## src/rtl/fetch_ctrl_pkg.sv

```systemverilog
// Shared widths, reset/trap vectors and FSM state encoding for the fetch sequencer.
package fetch_ctrl_pkg;

    localparam int          DEF_ADDR_LEN  = 32;
    localparam int          DEF_DATA_LEN  = 32;
    localparam logic [31:0] DEF_RESET_VEC = 32'h0000_0000;
    localparam logic [31:0] DEF_TRAP_VEC  = 32'h0000_0004;

    typedef enum logic [1:0] {
        FS_BOOT  = 2'd0,
        FS_REQ   = 2'd1,
        FS_VALID = 2'd2
    } fetch_state_e;

endpackage

```

## src/rtl/fetch_next_pc.sv

```systemverilog
// Next-PC priority mux: trap > redirect > pc+4, with word alignment of redirect targets.
module fetch_next_pc
    import fetch_ctrl_pkg::*;
#(
    parameter int                  ADDR_LEN = DEF_ADDR_LEN,
    parameter logic [ADDR_LEN-1:0] TRAP_VEC = DEF_TRAP_VEC
) (
    input  logic [ADDR_LEN-1:0] pc,
    input  logic                trap,
    input  logic                redirect_valid,
    input  logic [ADDR_LEN-1:0] redirect_pc,
    output logic [ADDR_LEN-1:0] next_pc,
    output logic                flow_change,
    output logic                misalign
);

    always_comb begin
        // NOTE: every output gets a default first so no path can infer a latch.
        next_pc     = pc + ADDR_LEN'(4);
        misalign    = 1'b0;
        flow_change = trap | redirect_valid;
        if (trap) begin
            next_pc = TRAP_VEC;
        end else if (redirect_valid) begin
            next_pc  = {redirect_pc[ADDR_LEN-1:2], 2'b00};
            misalign = |redirect_pc[1:0];
        end
    end

endmodule

```

## src/rtl/fetch_ctrl.sv

```systemverilog
// Instruction-fetch sequencer: owns the PC, runs one req/ack fetch at a time and
// holds the fetched instruction for decode; flow changes during a fetch are deferred.
module fetch_ctrl
    import fetch_ctrl_pkg::*;
#(
    parameter int                  ADDR_LEN  = DEF_ADDR_LEN,
    parameter int                  DATA_LEN  = DEF_DATA_LEN,
    parameter logic [ADDR_LEN-1:0] RESET_VEC = DEF_RESET_VEC,
    parameter logic [ADDR_LEN-1:0] TRAP_VEC  = DEF_TRAP_VEC
) (
    input  logic                clk,
    input  logic                rst_n,
    input  logic                redirect_valid,
    input  logic [ADDR_LEN-1:0] redirect_pc,
    input  logic                trap,
    input  logic                stall,
    output logic                imem_req,
    output logic [ADDR_LEN-1:0] imem_addr,
    input  logic                imem_ack,
    input  logic [DATA_LEN-1:0] imem_rdata,
    output logic                inst_valid,
    output logic [DATA_LEN-1:0] inst,
    output logic [ADDR_LEN-1:0] inst_pc,
    output logic [ADDR_LEN-1:0] pc,
    output logic                misalign
);

    fetch_state_e        state_q, state_d;
    logic [ADDR_LEN-1:0] pc_q, pc_d;
    logic [ADDR_LEN-1:0] target_q, target_d;
    logic                kill_q, kill_d;
    logic                req_q, req_d;
    logic                valid_q, valid_d;
    logic [DATA_LEN-1:0] inst_q, inst_d;
    logic [ADDR_LEN-1:0] inst_pc_q, inst_pc_d;
    logic                mis_q, mis_d;

    logic [ADDR_LEN-1:0] np;
    logic                flow_change;
    logic                np_misalign;

    fetch_next_pc #(
        .ADDR_LEN (ADDR_LEN),
        .TRAP_VEC (TRAP_VEC)
    ) u_next_pc (
        .pc             (pc_q),
        .trap           (trap),
        .redirect_valid (redirect_valid),
        .redirect_pc    (redirect_pc),
        .next_pc        (np),
        .flow_change    (flow_change),
        .misalign       (np_misalign)
    );

    always_comb begin
        state_d   = state_q;
        pc_d      = pc_q;
        target_d  = target_q;
        kill_d    = kill_q;
        req_d     = req_q;
        valid_d   = valid_q;
        inst_d    = inst_q;
        inst_pc_d = inst_pc_q;
        mis_d     = 1'b0;

        unique case (state_q)
            FS_BOOT: begin
                if (flow_change) begin
                    pc_d  = np;
                    mis_d = np_misalign;
                end
                state_d = FS_REQ;
                req_d   = 1'b1;
            end
            FS_REQ: begin
                if (imem_ack) begin
                    if (kill_q || flow_change) begin
                        // Stale data: restart at the newest target, request stays up.
                        pc_d   = flow_change ? np : target_q;
                        mis_d  = np_misalign;
                        kill_d = 1'b0;
                    end else begin
                        inst_d    = imem_rdata;
                        inst_pc_d = pc_q;
                        valid_d   = 1'b1;
                        req_d     = 1'b0;
                        state_d   = FS_VALID;
                    end
                end else if (flow_change) begin
                    kill_d   = 1'b1;
                    target_d = np;
                    mis_d    = np_misalign;
                end
            end
            FS_VALID: begin
                if (flow_change || !stall) begin
                    pc_d    = np;
                    mis_d   = np_misalign;
                    valid_d = 1'b0;
                    req_d   = 1'b1;
                    state_d = FS_REQ;
                end
            end
            default: begin
                state_d = FS_BOOT;
                req_d   = 1'b0;
                valid_d = 1'b0;
            end
        endcase
    end

    always_ff @(posedge clk) begin
        // NOTE: sequential state uses non-blocking assignments so all registers update together.
        if (!rst_n) begin
            state_q   <= FS_BOOT;
            pc_q      <= RESET_VEC;
            target_q  <= '0;
            kill_q    <= 1'b0;
            req_q     <= 1'b0;
            valid_q   <= 1'b0;
            // NOTE: the instruction holding register is reset too, since its value is visible at the port.
            inst_q    <= '0;
            inst_pc_q <= '0;
            mis_q     <= 1'b0;
        end else begin
            state_q   <= state_d;
            pc_q      <= pc_d;
            target_q  <= target_d;
            kill_q    <= kill_d;
            req_q     <= req_d;
            valid_q   <= valid_d;
            inst_q    <= inst_d;
            inst_pc_q <= inst_pc_d;
            mis_q     <= mis_d;
        end
    end

    assign imem_req   = req_q;
    assign imem_addr  = pc_q;
    assign inst_valid = valid_q;
    assign inst       = inst_q;
    assign inst_pc    = inst_pc_q;
    assign pc         = pc_q;
    assign misalign   = mis_q;

endmodule

```

## config.mk

```make
export PLATFORM = sky130hd
export DESIGN_NAME = fetch_ctrl
export DESIGN_NICKNAME = d
export VERILOG_FILES = /design/src/rtl/fetch_ctrl_pkg.sv /design/src/rtl/fetch_next_pc.sv /design/src/rtl/fetch_ctrl.sv
export SDC_FILE = /design/constraint.sdc
export NUM_CORES = 1
export LEC_CHECK = 0
export ABC_AREA = 1
export CAP_MARGIN = 20
export CORE_ASPECT_RATIO = 1.25
export CORE_MARGIN = 5
export CORE_UTILIZATION = 47
export DETAILED_ROUTE_END_ITERATION = 7
export HOLD_SLACK_MARGIN = 0.15
export PLACE_DENSITY = 0.77
export SYNTH_ARGS = -nofsm -noshare
export SYNTH_HDL_FRONTEND = slang
export SYNTH_SLANG_ARGS = --single-unit
```

## constraint.sdc

```tcl
create_clock -name clk -period 2.06 [get_ports clk]
set_input_delay 0.412 -clock clk [delete_from_list [all_inputs] [get_ports clk]]
set_output_delay 0.412 -clock clk [all_outputs]
set_load 0.02 [all_outputs]
```

==> metrics.csv, run 1 <==
metric;value;unit
synthDistinctLibCells;30;
grt_pass1_vias;6117;
instances_no_fill;1353;
grtUsageTotal;23.5;%
cp-start-kind;flop;
yosysWarnings;0;
synthTopCellsByArea;dfxtp_1 41%, nand2_1 14%, nor2_1 12%;
p_total;9.31;mW
coreArea;13800;µm²
grt_pass1_wl;30800;µm
p_comb_share;28.7;%
switching_share;32.5;%
power_frac_clock;36.7;%
cts-root-buf;clkbuf_16;
cts-htree-levels;4;
clock.fmax;493;MHz
nFillCells;1200;
vias;6862;
final-hold-violation-count;0;
drtAntennaViolNets;0;
routedWlPerCell;14.4;µm
grt_start_max_net_pins;97;
worst_hold_path.endpoint;target_q[1];
synth.avg_cell_area;6.60;µm²
area_growth;41.4;%
worst-setup-path-type;reg -> out;
drt_wl_total;19500;µm
num_antenna_cells;0;
fp.dieArea;16400;µm²
worstSetupEndpointType;primary output;
drt-initial-drc-count;645;
utilization;67.4;%
min_period;2030;ps
syn_inst;993;
cts_sinks;134;
syn_area;6550;µm²
num_rows;48;
place_inst;1321;
finalCritPeriodShare;98.5;%
critPathMaxFanout;7;
via_per_inst;5.07;
critPathTopFamily;buffers and inverters;
final_common_cell;nand2_1;
max-slew-margin-rel;61.4;%
maxCapViolations;0;
io_buffers;200;
p_int;6.29;mW
worst_path_largest_cell_delay;680;ps
yosysTopAreaCell;dfxtp_1;
insertion_delay;420;ps
pwr-share-seq;34.6;%
cts_buffers;17;
place_area;8590;µm²
path_clk_slew;60;ps
clock_skew;6.76;ps
regToRegEndpoint;inst[22];
reg2reg_from;state_q[0];
final_area;9260;µm²
yosysSeqAreaShare;41.0;%
cp_slowest_cell;clkdlybuf4s50_1;
synth_top_cell_area_share;41.0;%
ios;201;
drc;0;
crit_arrival;1620;ps
hold_class;reg -> reg;
gp_congestion;0.881;
start_util;47.6;%
power.density;1010;nW/µm²
worstHoldPathCells;2;
final_cell_mix;248 x nand2_1, 202 x nor2_1, 195 x clkdlybuf4s50_1, 131 x dfxtp_1, 71 x a21oi_1;
drive_gt1_share;7.39;%
worst_pin_slew;578;ps
syn-num-nets;1064;
net-switching-power;3.03;mW
worstHoldStart;target_q[1];
path_cells;clkdlybuf4s50_1;
status;completed;
antenna_found_initial;0;
drv_slew;0;
peakVddDrop;0.543;mV
ff2ff_path_depth;10;
crit_buf_inv;1;
dp_hpwl;14100;µm
required;1650;ps
power.leakage;3.79;nW
cts_buffer_depth;2;
overflow;0;
dr.pass1.iters;8;
synth-seq-cells;134;
finalSetupViolations;0;
tritoncts;built;
die_w;116;µm
regToRegSetupSlack;270;ps
dieHeight;142;µm
nets;1236;
==> how the worst max path moves through the flow <==
stage / startpoint / end / slack [ps] / cells past startpoint
after floorplan: imem_addr[3] / imem_addr[22] / 430 / 8
after CTS: imem_addr[6] / imem_addr[6] / 6 / 1
after detailed placement: trap / inst_pc[25] / -30 / 11
after global placement: trap / inst[5] / -10 / 10
after global routing: imem_addr[4] / imem_addr[4] / -0.02 / 1
final: imem_addr[20] / imem_addr[20] / 30 / 1
==> kinds of logic (layout without fill, tap and decap cells) <==
kind of cell,after synthesis,after routing,synth area share [%]
adders and majority gates,1,1,0.191
buffers and inverters,150,335,12.1
AOI/OAI and AO/OA,168,168,13.2
DFF,134,134,41.0
and+or+nand+nor,540,540,33.6
==> power by group through the flow <==
stage | clock (mW) | combinational (mW) | sequential [mW]
after floorplan | 0 | 1.25 | 3.54
after global placement | 0 | 2.64 | 3.27
after detailed placement | 0 | 2.66 | 3.28
after CTS | 3.47 | 2.68 | 3.22
after global routing | 3.59 | 2.89 | 3.27
final | 3.42 | 2.67 | 3.23
==> per-layer routing <==
layer / vias up / routed length [µm] / global-route usage (%)
li1: 3491 / - / -
met1: 3118 / 8150 / 30.3
met2: 216 / 9730 / 39.5
met3: 37 / 1160 / 3.57
met4: 0 / 519 / 8.90
met5: - / 0 / 0
==> cell usage after synthesis <==
cell,n
a21oi_1,71
a22o_1,1
a22oi_1,1
and2_1,2
buf_2,12
buf_4,35
buf_6,10
clkbuf_1,25
clkbuf_2,1
clkinv_1,1
dfxtp_1,134
ha_1,1
inv_1,60
inv_2,4
inv_4,2
nand2_1,248
nand2_2,1
nand2_4,3
nand3_1,67
nand3_4,1
nand4_1,9
nor2_1,202
nor2_4,2
nor3_1,3
o211ai_1,2
o21a_1,4
o21ai_0,46
o21ai_1,42
o22ai_1,1
or2_2,2
==> what timing repair did <==
item                                    4_1_cts  5_1_grt
endpoints found under the setup margin        2        7
hold buffers                                  0        0
resized for setup                             2        5
setup buffers                                 0        0
gates cloned                                  0        0
hold endpoints to repair                      0        0
==> through the flow <==
stage	setup slack [ps]	hold slack [ps]	setup TNS, ps
after floorplan	429	412	0
after global placement	-11.5	419	-19.3
after detailed placement	-27.7	422	-271
after CTS	5.62	430	0
after global routing	-0.0170	455	-0.0170
final	30.3	432	0
==> final cells by class <==
class / count / area, µm² / area share, %
repair buffers: 236 / 2360 / 25.4
clock inverters: 15 / 243 / 2.62
clock buffers: 17 / 425 / 4.59
flip-flops and latches: 134 / 2690 / 29.0
multi-input cells: 709 / 3080 / 33.2
inverters: 67 / 256 / 2.77
well taps: 175 / 219 / 2.36
==> flip-flops by register name (all words and copies together), names as in the netlist <==
register    cells
imem_addr      32
imem_req        1
inst           32
inst_pc        32
inst_valid      1
kill_q          1
misalign        1
state_q         2
target_q       32
Power figures use the tool's default switching activity.
==> run 2, diff against run 1 <==
--- a/config.mk
+++ b/config.mk
@@ -6,13 +6,11 @@
 export NUM_CORES = 1
 export LEC_CHECK = 0
 export ABC_AREA = 1
-export CAP_MARGIN = 20
 export CORE_ASPECT_RATIO = 1.25
 export CORE_MARGIN = 5
-export CORE_UTILIZATION = 47
+export CORE_UTILIZATION = 43
 export DETAILED_ROUTE_END_ITERATION = 7
-export HOLD_SLACK_MARGIN = 0.15
-export PLACE_DENSITY = 0.77
+export PLACE_DENSITY = 0.74
 export SYNTH_ARGS = -nofsm -noshare
 export SYNTH_HDL_FRONTEND = slang
 export SYNTH_SLANG_ARGS = --single-unit
==> constraint.sdc (replaced) <==
create_clock -name clk -period 1.7 [get_ports clk]
set_input_delay 0.34 -clock clk [delete_from_list [all_inputs] [get_ports clk]]
set_output_delay 0.34 -clock clk [all_outputs]
set_load 0.02 [all_outputs]
==> run 2 against run 1 <==
  * Wire length is 2.7% higher
  * Non-clock buffer count is 28 higher
  * Sequential cell count unchanged
  * Clock power increased by 7.0%
  * Register-to-register slack worse by 140 ps
  * First-iteration DRC count is 13% lower
  * Global-route usage is 1.6 points lower
==> metrics.csv, run 2 (same netlist as run 1, synthesis figures left out) <==
metric;value;unit;change
clock_skew;10.9;ps;was 6.76 ps
tns;0;ps;unchanged
net-switching-power;3.66;mW;was 3.03 mW
pwr-share-seq;36.1;%;was 34.6%
fin_ws;49.5;ps;was 30.3 ps
antenna_found_initial;0;;unchanged
gp_congestion;0.852;;was 0.881
worst_hold_path.endpoint;inst[30];;was target_q[1]
final_cell_mix;246 x nand2_1, 198 x nor2_1, 122 x dfxtp_1, 107 x dlygate4sd2_1, 71 x a21oi_1;;was 248 x nand2_1, 202 x nor2_1, 195 x clkdlybuf4s50_1, 131 x dfxtp_1, 71 x a21oi_1
dieHeight;148;µm;was 142 µm
via_per_inst;4.95;;was 5.07
maxCapViolations;0;;unchanged
cts_sinks;134;;unchanged
drtAntennaViolNets;0;;unchanged
worst_path_largest_cell_delay;590;ps;was 680 ps
dp_hpwl;14400;µm;was 14100 µm
p_int;7.03;mW;was 6.29 mW
path_clk_slew;60;ps;about the same
rsz0062_at_grt;no;;
regToRegSetupSlack;130;ps;was 270 ps
required;1360;ps;was 1650 ps
coreArea;15000;µm²;was 13800 µm²
worst-setup-path-type;reg -> out;;unchanged
worst_pin_slew;320;ps;was 578 ps
drive_gt1_share;10.9;%;was 7.39%
critPathMaxFanout;1;;was 7
reg2reg_from;state_q[1];;was state_q[0]
power.leakage;4.62;nW;was 3.79 nW
max-slew-margin-rel;78.7;%;was 61.4%
finalSetupViolations;0;;unchanged
cts_buffers;17;;unchanged
crit_arrival;1310;ps;was 1620 ps
drv_slew;0;;unchanged
p_comb_share;29.6;%;was 28.7%
fp.dieArea;17800;µm²;was 16400 µm²
dp_slack;-361;ps;was -27.7 ps
power_frac_clock;34.3;%;was 36.7%
num_antenna_cells;0;;unchanged
final_common_cell;nand2_1;;unchanged
hold_class;in -> reg;;was reg -> reg
drc;0;;unchanged
worstHoldStart;rst_n;;was target_q[1]
min_period;1650;ps;
routedWlPerCell;14.5;µm;was 14.4 µm
insertion_delay;410;ps;was 420 ps
path_cells;clkdlybuf4s50_1;;unchanged
clock.fmax;606;MHz;
worstSetupEndpointType;primary output;;unchanged
ios;201;;unchanged
regToRegEndpoint;inst_pc[31];;was inst[22]
switching_share;34.2;%;was 32.5%
dr.pass1.iters;5;;was 8
drt_wl_total;20100;µm;was 19500 µm
grt_pass1_wl;31700;µm;was 30800 µm
cp-start-kind;flop;;unchanged
cp_slowest_cell;clkdlybuf4s50_1;;unchanged
critPathTopFamily;buffers and inverters;;unchanged
cts-root-buf;clkbuf_16;;unchanged
drt-initial-drc-count;564;;was 645
vias;6875;;was 6862
power.density;1130;nW/µm²;was 1010 nW/µm²
peakVddDrop;0.565;mV;was 0.543 mV
cp_num_cells;1;;unchanged
final-hold-violation-count;0;;unchanged
start_util;43.8;%;was 47.6%
cts-htree-levels;4;;unchanged
crit_buf_inv;1;;unchanged
status;completed;;unchanged
worstHoldPathCells;3;;was 2
area_growth;44.1;%;was 41.4%
grt_start_max_net_pins;67;;was 97
io_buffers;200;;unchanged
tritoncts;built;;unchanged
grtUsageTotal;21.9;%;was 23.5%
finalCritPeriodShare;97.1;%;
cts_buffer_depth;2;;unchanged
nets;1264;;was 1236
grt_pass1_vias;6275;;was 6117
overflow;0;;unchanged
num_rows;50;;was 48
ff2ff_path_depth;10;;unchanged
die_w;120;µm;was 116 µm
==> run 2: cell type report <==
class                           count  area, µm²
Clock buffer                       18        439
Clock inverter                     14        149
Fill cell                        1404       5510
Inverter                           67        259
Multi-Input combinational cell    709       3110
Sequential cell                   134       2700
Tap cell                          182        228
Timing Repair Buffer              264       2550
==> run 2: power groups by stage <==
| stage | logic, mW | clock network (mW) | registers (mW) |
|---|---|---|---|
| final | 3.17 | 3.66 | 3.86 |
| after global placement | 3.37 | 0 | 3.92 |
| after detailed placement | 3.40 | 0 | 3.93 |
| after CTS | 3.15 | 3.70 | 3.85 |
| after floorplan | 1.52 | 0 | 4.29 |
| after global routing | 3.45 | 3.86 | 3.92 |
==> run 2: what timing repair did <==
| action | CTS | global route |
|---|---|---|
| buffers inserted | 0 | 0 |
| gates resized for setup | 112 | 46 |
| setup endpoints to repair | 109 | 130 |
| hold buffers | 0 | 0 |
| cloned | 0 | 1 |
==> run 2: worst max-delay path by stage <==
| stage | startpoint | end |
|---|---|---|
| floorplan | imem_addr[3] | imem_addr[22] |
| global placement | trap | inst[24] |
| detailed placement | trap | inst[28] |
| CTS | inst_pc[12] | inst_pc[12] |
| global route | misalign | misalign |
| finish | misalign | misalign |
==> run 2: routing by layer <==
layer | share of wire, % | global-route usage (%)
met2 | 49 | 37.2
met4 | 2.1 | 6.69
met1 | 43 | 28.0
met3 | 5.6 | 4.21
met5 | 0 | 0
==> run 2: through the flow <==
step	power [mW]	instances	hold WS, ps	cell area [µm²]	util [%]
2_1_floorplan	5.81	993	412	6550	-
3_3_place_gp	7.29	1355	420	8850	59.2
3_5_place_dp	7.33	1355	422	8850	59.2
4_1_cts	10.7	1387	248	9310	62.2
5_1_grt	11.2	1388	263	9440	63.1
6_report	10.7	1388	261	9440	63.1
==> run 3, diff against run 2 <==
--- a/config.mk
+++ b/config.mk
@@ -6,7 +6,7 @@
 export NUM_CORES = 1
 export LEC_CHECK = 0
 export ABC_AREA = 1
-export CORE_ASPECT_RATIO = 1.25
+export CORE_ASPECT_RATIO = 2
 export CORE_MARGIN = 5
 export CORE_UTILIZATION = 43
 export DETAILED_ROUTE_END_ITERATION = 7
==> run 3 against run 2 <==
  * Sequential share of layout area increased by 0.063 points
  * Clock power about the same
  * Global-route usage decreased by 0.28 points
  * Worst hold slack got worse by 11 ps
  * Count of clock-buffer cells in the layout increased by 1
  * Worst setup slack improved by 10 ps
  * Register-to-register slack got worse by 40 ps
  * Combinational power decreased by 2%
  * Die area increased by 0.75%
  * Largest cell class unchanged
  * Highest routed layer unchanged
==> metrics.csv, run 3 (same netlist as run 1, synthesis figures left out) <==
metric;value;unit;change
drc;0;;unchanged
drtAntennaViolNets;0;;unchanged
worst_path_largest_cell_delay;490;ps;was 590 ps
cp_slowest_cell;dfxtp_1;;was clkdlybuf4s50_1
place_area;8850;µm²;about the same
via_per_inst;5.05;;was 4.95
nets;1263;;was 1264
hold_class;in -> reg;;unchanged
coreArea;15100;µm²;was 15000 µm²
hold_ws;250;ps;was 261 ps
drt-initial-drc-count;458;;was 564
drive_gt1_share;10.9;%;about the same
start_util;43.3;%;was 43.8%
cp_num_cells;1;;unchanged
path_clk_slew;60;ps;about the same
maxCapViolations;0;;unchanged
area_growth;43.7;%;was 44.1%
power.density;1130;nW/µm²;about the same
clock.fmax;610;MHz;was 606 MHz
cts_buffer_depth;2;;unchanged
cts_sinks;134;;unchanged
overflow;0;;unchanged
vias;7084;;was 6875
dr.pass1.iters;6;;was 5
cts-htree-levels;4;;unchanged
worst-setup-path-type;reg -> out;;unchanged
io_buffers;200;;unchanged
peakVddDrop;0.669;mV;was 0.565 mV
gp_congestion;0.934;;was 0.852
min_period;1640;ps;was 1650 ps
grt_pass1_vias;6533;;was 6275
required;1360;ps;about the same
regToRegSetupSlack;90;ps;was 130 ps
status;completed;;unchanged
nFillCells;1401;;was 1404
ios;201;;unchanged
multi_input_area;3110;µm²;about the same
path_cells;dlygate4sd2_1;;was clkdlybuf4s50_1
dp_hpwl;14400;µm;about the same
cp-start-kind;flop;;unchanged
crit_arrival;1300;ps;was 1310 ps
grt_pass1_wl;32200;µm;was 31700 µm
dieHeight;185;µm;was 148 µm
clock_skew;12.3;ps;was 10.9 ps
grtUsageTotal;21.6;%;was 21.9%
power.leakage;4.53;nW;was 4.62 nW
num_rows;64;;was 50
critPathTopFamily;flip-flops;;was buffers and inverters
antenna_found_initial;0;;unchanged
worstHoldPathCells;3;;unchanged
cts-root-buf;clkbuf_16;;unchanged
num_antenna_cells;0;;unchanged
critPathMaxFanout;7;;was 1
fp.dieArea;18000;µm²;was 17800 µm²
worst_pin_slew;296;ps;was 320 ps
tritoncts;built;;unchanged
grt_start_max_net_pins;63;;was 67
crit_start;imem_addr[17];;was misalign
final_common_cell;nand2_1;;unchanged
regToRegEndpoint;imem_addr[31];;was inst_pc[31]
drt_wl_total;20000;µm;was 20100 µm
worstSetupEndpointType;primary output;;unchanged
final_area;9410;µm²;was 9440 µm²
reg2reg_from;imem_addr[13];;was state_q[1]
finalCritPeriodShare;96.5;%;was 97.1%
routedWlPerCell;14.2;µm;was 14.5 µm
insertion_delay;420;ps;was 410 ps
final_cell_mix;247 x nand2_1, 196 x nor2_1, 123 x dfxtp_1, 116 x dlygate4sd2_1, 71 x a21oi_1;;was 246 x nand2_1, 198 x nor2_1, 122 x dfxtp_1, 107 x dlygate4sd2_1, 71 x a21oi_1
die_w;97.3;µm;was 120 µm
seqCellArea;2700;µm²;about the same
cts_buffers;17;;unchanged
final-hold-violation-count;0;;unchanged
finalSetupViolations;0;;unchanged
drv_slew;0;;unchanged
cp-endpoint;imem_addr[17];;was misalign
ff2ff_path_depth;9;;was 10
max-slew-margin-rel;80.2;%;was 78.7%
crit_buf_inv;1;;unchanged
hold_buffers;0;;unchanged
## run 3: cell types whose count changed in the layout (fill, tap and decap cells not counted), moves of 2 or more
cell            previous run  this run
nor2_2                     2         4
inv_8                      0         2
dlymetal6s2s_1            21        13
dlygate4sd2_1            107       116
clkinv_2                   3         0
clkinvlp_4                 4         2
inv_6                      4         6
nor2_1                   198       196
## run 3: worst min-delay path by stage
stage / end / from / slack, ps
2_1_floorplan: target_q[0] / target_q[0] / 410
3_3_place_gp: target_q[0] / target_q[0] / 420
3_5_place_dp: target_q[0] / target_q[0] / 430
4_1_cts: inst_pc[31] / rst_n / 240
5_1_grt: kill_q / rst_n / 270
6_report: inst_pc[31] / rst_n / 250
## run 3: cell type report
type,instances,area share (%)
clock buffers,19,4.81
clock inverters,13,1.44
repair buffers,263,26.7
flip-flops and latches,134,28.6
well taps,198,2.63
inverters,67,2.78
multi-input cells,709,33.0
## run 3: power breakdown
group          internal [mW]  switching [mW]  leakage, nW  total, mW
Sequential              3.53           0.319         1.10       3.85
Combinational           1.26            1.86         3.14       3.12
Clock                   2.13            1.50        0.284       3.64
Total                   6.92            3.68         4.53       10.6
## run 3: repair_timing
item,in CTS,in global routing
buffers inserted,0,2
gates cloned,0,1
gates resized for setup,119,42
endpoints found under the setup margin,120,102
pin swaps,0,1
## run 3: routing by layer
layer,wire length [µm],track usage (%)
met5,0,0
met4,441,7.38
met3,1580,4.85
met2,9670,35.8
met1,8300,27.8
## run 3: worst register-to-register path: cells and delay by family (launching register included)
family | cells | cell delay [ps]
simple gates | 7 | 790
flops | 1 | 450
buf+inv | 1 | 170
compound gates | 1 | 140
## run 3: metrics by stage
step | std cells | setup WS, ps | total power, mW | TNS, ps | utilization [%]
4_1_cts | 1400 | 0.000111 | 10.6 | 0 | 61.4
6_report | 1403 | 59.7 | 10.6 | 0 | 62.2
3_3_place_gp | 1368 | -295 | 7.21 | -24750 | 58.5
2_1_floorplan | 993 | 68.8 | 5.81 | 0 | -
5_1_grt | 1403 | -2.66 | 11.1 | -2.66 | 62.2
3_5_place_dp | 1368 | -353 | 7.28 | -29150 | 58.5
